==> src/rtl/nn_io_sequencer.sv <==
// Frame sequencer: gathers N_IN samples, runs the layer chain via a four-phase
// req/ack handshake, captures N_OUT results and streams them out (valid/ready).
module nn_io_sequencer #(
  parameter int DATA_W = 8,
  parameter int N_IN   = 8,
  parameter int N_OUT  = 8,
  parameter int CNT_W  = 16,
  localparam int IAW   = $clog2(N_IN),
  localparam int OAW   = $clog2(N_OUT)
) (
  input  logic                    clk,
  input  logic                    rst,
  input  logic                    clr,
  input  logic                    fill_valid,
  input  logic [DATA_W-1:0]       fill_data,
  output logic                    fill_ready,
  output logic                    net_req,
  input  logic                    net_ack,
  input  logic [IAW-1:0]          in_rd_addr,
  output logic [DATA_W-1:0]       in_rd_data,
  input  logic [N_OUT*DATA_W-1:0] res_bus,
  output logic [N_OUT*DATA_W-1:0] out_vec,
  output logic                    out_valid,
  output logic [DATA_W-1:0]       out_data,
  input  logic                    out_ready,
  output logic                    frame_done,
  output logic [CNT_W-1:0]        frame_count,
  output logic                    busy,
  output logic [1:0]              state_dbg
);

  // Stream handshake: a beat transfers on every rising edge where
  // out_valid & out_ready are both high; out_data is stable while stalled.
  typedef enum logic [1:0] {
    S_FILL    = 2'd0,
    S_WAITLOW = 2'd1,
    S_RUN     = 2'd2,
    S_DRAIN   = 2'd3
  } state_e;

  localparam logic [IAW-1:0] WP_LAST  = IAW'(N_IN - 1);
  localparam logic [OAW-1:0] RP_LAST  = OAW'(N_OUT - 1);
  localparam logic [IAW:0]   RD_LIMIT = (IAW + 1)'(N_IN);

  state_e                  state_q, state_d;
  logic [IAW-1:0]          wp_q, wp_d;
  logic [OAW-1:0]          rp_q, rp_d;
  logic                    net_req_q, net_req_d;
  logic                    out_valid_q, out_valid_d;
  logic                    frame_done_q, frame_done_d;
  logic [CNT_W-1:0]        frame_count_q, frame_count_d;
  logic [DATA_W-1:0]       in_rd_data_q, in_rd_data_d;
  logic [N_OUT*DATA_W-1:0] out_vec_q, out_vec_d;
  logic [DATA_W-1:0]       mem_q [N_IN];
  logic [DATA_W-1:0]       mem_d [N_IN];

  always_comb begin
    state_d       = state_q;
    wp_d          = wp_q;
    rp_d          = rp_q;
    net_req_d     = net_req_q;
    out_valid_d   = out_valid_q;
    frame_done_d  = 1'b0;
    frame_count_d = frame_count_q;
    out_vec_d     = out_vec_q;
    mem_d         = mem_q;

    // Reads see the pre-write contents; addresses past N_IN-1 read as zero.
    in_rd_data_d = '0;
    if ({1'b0, in_rd_addr} < RD_LIMIT) in_rd_data_d = mem_q[in_rd_addr];

    if (clr) begin
      state_d     = S_FILL;
      wp_d        = '0;
      rp_d        = '0;
      net_req_d   = 1'b0;
      out_valid_d = 1'b0;
    end else begin
      case (state_q)
        S_FILL: begin
          if (fill_valid) begin
            mem_d[wp_q] = fill_data;
            if (wp_q == WP_LAST) begin
              wp_d    = '0;
              state_d = net_ack ? S_WAITLOW : S_RUN;
            end else begin
              wp_d = wp_q + 1'b1;
            end
          end
        end
        S_WAITLOW: begin
          if (!net_ack) state_d = S_RUN;
        end
        S_RUN: begin
          // An ack seen before our request is up belongs to nobody and is ignored.
          if (!net_req_q) begin
            net_req_d = 1'b1;
          end else if (net_ack) begin
            out_vec_d   = res_bus;
            net_req_d   = 1'b0;
            rp_d        = '0;
            out_valid_d = 1'b1;
            state_d     = S_DRAIN;
          end
        end
        S_DRAIN: begin
          if (out_valid_q && out_ready) begin
            if (rp_q == RP_LAST) begin
              rp_d          = '0;
              out_valid_d   = 1'b0;
              frame_done_d  = 1'b1;
              frame_count_d = frame_count_q + 1'b1;
              state_d       = S_FILL;
            end else begin
              rp_d = rp_q + 1'b1;
            end
          end
        end
        default: state_d = S_FILL;
      endcase
    end
  end

  always_ff @(posedge clk or negedge rst) begin
    if (!rst) begin
      state_q       <= S_FILL;
      wp_q          <= '0;
      rp_q          <= '0;
      net_req_q     <= 1'b0;
      out_valid_q   <= 1'b0;
      frame_done_q  <= 1'b0;
      frame_count_q <= '0;
      in_rd_data_q  <= '0;
      out_vec_q     <= '0;
      for (int i = 0; i < N_IN; i++) mem_q[i] <= '0;
    end else begin
      state_q       <= state_d;
      wp_q          <= wp_d;
      rp_q          <= rp_d;
      net_req_q     <= net_req_d;
      out_valid_q   <= out_valid_d;
      frame_done_q  <= frame_done_d;
      frame_count_q <= frame_count_d;
      in_rd_data_q  <= in_rd_data_d;
      out_vec_q     <= out_vec_d;
      for (int i = 0; i < N_IN; i++) mem_q[i] <= mem_d[i];
    end
  end

  always_comb begin
    out_data = '0;
    for (int k = 0; k < N_OUT; k++) begin
      if (rp_q == OAW'(k)) out_data = out_vec_q[k*DATA_W +: DATA_W];
    end
  end

  assign fill_ready  = (state_q == S_FILL);
  assign busy        = (state_q != S_FILL);
  assign net_req     = net_req_q;
  assign out_valid   = out_valid_q;
  assign frame_done  = frame_done_q;
  assign frame_count = frame_count_q;
  assign in_rd_data  = in_rd_data_q;
  assign out_vec     = out_vec_q;
  assign state_dbg   = state_q;

endmodule

==> config.mk <==
export PLATFORM = sky130hd
export DESIGN_NAME = nn_io_sequencer
export DESIGN_NICKNAME = d
export VERILOG_FILES = /design/src/rtl/nn_io_sequencer.sv
export SDC_FILE = /design/constraint.sdc
export NUM_CORES = 1
export LEC_CHECK = 0
export ABC_AREA = 1
export BUFFER_PORTS_ARGS = -buffer_cell sky130_fd_sc_hd__buf_2
export CELL_PAD_IN_SITES_DETAIL_PLACEMENT = 2
export CELL_PAD_IN_SITES_GLOBAL_PLACEMENT = 2
export CORE_UTILIZATION = 35
export DETAILED_ROUTE_END_ITERATION = 10
export PLACE_DENSITY_LB_ADDON = 0.25
export SYNTH_ARGS = -nofsm -noshare
export SYNTH_HDL_FRONTEND = slang
export SYNTH_SLANG_ARGS = --single-unit
==> constraint.sdc <==
create_clock -name clk -period 3.19 [get_ports clk]
set_input_delay 0.1595 -clock clk [delete_from_list [all_inputs] [get_ports clk]]
set_output_delay 0.1595 -clock clk [all_outputs]
set_load 0.05 [all_outputs]
==> metrics.txt <==
most frequent cell after synthesis nand2_1; count of cell types in the netlist 32; Final Wtd Congestion approximately 0.8; DRC viols 0; synth top area cells dfrtp_1, mux2_2, nand2_1, o21ai_0, nor2_1; Final min period between 2 and 3 ns; Pre-antenna DRT Iters 4; crit-path cells inv_1, ha_1, clkinvlp_4, nand3_1, nand3_1, nand2_1, nand2_1, nand2_1, nand2_1, buf_2; RSZ-0062 raised after global routing no; slowest cell delay on critical path approximately 0.49 ns; Leakage about 5.4 nW; 1st-iter DRT viols around 350; clk sinks 163; wire per inst 24.0 um; largest net degree at the start of global routing between 80 and 90; DP Wirelength 18.2 mm; Setup CP Type reg2out; Yosys warning total 0; post-route ant nets 0; Seq/Total Area, Yosys 0.533; core area roughly 21000 sq um; post-synthesis register bit count about 160; proportion of layout cells with a drive suffix above 1 0.283; WHS Path Cells 3; final setup TNS 0 ns; Post-synth top cells nand2_1, dfrtp_1, nor2_1; top-area cell type share of the netlist area 0.533; root buffer cell clkbuf_16; Synth Area per Inst 9.16 sq um; worst r2r dst mem_q[1]; power density over the cells approximately 800 nW/um^2; CTS H-tree lvls 4; final setup vio count 0; Critical Path Source Type flop; initial antenna violation count 0; GRT Overall Usage 0.305; WL final about 33 mm; Cell Rows 53; placed insts approximately 1300; worst vdd ir 337 uV; crit end category output pin; max cap viols 0; reg2reg path depth 10; Starting Density 0.361; clk_lat worst skew between 0.4 and 0.5 ns; final net count 1186; Post-synth ARST share 1.00; total CTS buffers 17; first-pass GRT wire length 50.0 mm; filler cell count approximately 2300; Hold Path Sink mem_q[46]; via count slightly above 7000; die height 150 um; CTS tree done; worst-case clock buffer depth 2; ys flop type dfrtp_1; vias in the first global route between 8000 and 9000; status completed; CP most frequent cell nand2_1; R2R Setup Slk approximately 0.85 ns; clock slew at reported path FFs roughly 0.070 ns; I/O Buffers about 180; worst min-delay path class in2reg; Die X roughly 150 um; largest area contributor in the netlist dfrtp_1; Hold Path Origin fill_data[6]; postcts setup bufs 0; Setup Skew ~0.018 ns; utilization of the core after routing 0.482; Finished Layout Cells about 1400; global route overflow 0; maximum clock rate between 300 and 400 MHz; worst r2r src state_dbg[0]; Via density around 5.2; worst rel slew slack 0.439; Post-Syn Nets between 900 and 1000; number of synthesized flops with an enable pin 0; CP required around 3.0 ns; Slew Viols, Final 0; area grow syn2layout 33.5%; crit path max-delay cell type dfrtp_1; die area 22500 sq um; Final Hold Vio Count 0; worst slew pin tran between 0.8 and 0.9 ns; Mapped Cells 836; CP arrival about 2.8 ns; ANT cells 0; Tcrit/Tclk final 0.939; io pins ~180; worst-path maximum fanout 10; Synth Cell Area 7660 sq um
==> layout make-up <==
cell class,instances,area (sq um),share of cell area
multi-input cells,570,3180,0.311
clock inverters,14,173,0.0169
flip-flops and latches,163,4080,0.399
inverters,75,285,0.0279
repair buffers,264,1740,0.170
well taps,275,344,0.0336
clock buffers,18,429,0.0420
==> report_power, final <==
| group | internal, W | switching (W) | total, W |
|---|---|---|---|
| sequential | 0.00260 | 0.000465 | 0.00306 |
| clock | 0.00119 | 0.00104 | 0.00222 |
| combinational | 0.000803 | 0.00226 | 0.00306 |
==> how the worst max path moves through the flow <==
stage                 startpoint     endpoint  cells after the start
global route             rp_q[2]  out_data[6]                     12
finish                   rp_q[2]  out_data[2]                     10
detailed placement       rp_q[1]  out_data[2]                     13
CTS                      rp_q[1]  out_data[3]                     13
global placement         rp_q[1]  out_data[2]                     13
floorplan           state_dbg[0]    mem_q[45]                     10
==> sequential cells by signal, indices dropped and copies added, names as in the netlist <==
signal,flops
rp_q,3
frame_done,1
state_dbg,2
out_vec,64
out_valid,1
mem_q,64
net_req,1
in_rd_data,8
wp_q,3
frame_count,16
==> cell families after synthesis <==
| family | share of synthesized area |
|---|---|
| AO/OA/AOI/OAI | 0.100 |
| XOR/XNOR | 0.0149 |
| adder cells (fa/ha/maj) | 0.0229 |
| buffers and inverters | 0.0529 |
| flip-flops | 0.533 |
| multiplexers | 0.0956 |
| AND/OR/NAND/NOR | 0.181 |
==> placed cells by master (no fill, tap or decap), types with 17 or more instances in the layout <==
master	n
a21oi_1	41
buf_2	182
clkbuf_16	17
dfrtp_1	163
dlygate4sd3_1	72
inv_1	72
mux2_2	65
nand2_1	178
nand3_1	31
nor2_1	92
o21ai_0	91
==> stage by stage <==
stage / instance area, sq um / power [W] / setup WS [ns] / hold slack (ns)
2_1_floorplan: 7660 / 0.00496 / 0.341 / -0.136
3_3_place_gp: 8900 / 0.00576 / 0.813 / 0.293
3_5_place_dp: 8900 / 0.00586 / 0.777 / 0.284
4_1_cts: 10200 / 0.00815 / 0.254 / 0.0114
5_1_grt: 10200 / 0.00866 / 0.0110 / 0.0446
6_report: 10200 / 0.00835 / 0.196 / 0.0283
==> worst max-delay path, delay by kind of cell (launching register included) <==
kind	cells	cell delay, ns
buf+inv	3	0.79
simple gates	6	0.69
fa+ha+maj	1	0.43
flops	1	0.49
==> repair_timing <==
item / 4_1_cts / 5_1_grt
hold buffers: 72 / 0
hold endpoints to repair: 153 / 0
setup endpoints to repair: 0 / 2
gates resized for setup: 0 / 2
==> per-layer routing <==
metal	part of all wire	up-vias	global-route usage
met1	0.38	3607	0.332
li1	-	3228	-
met5	0	-	0
met2	0.54	215	0.572
met4	0.041	0	0.144
met3	0.036	68	0.0500
Note: power is estimated with default switching activity, not from simulation.
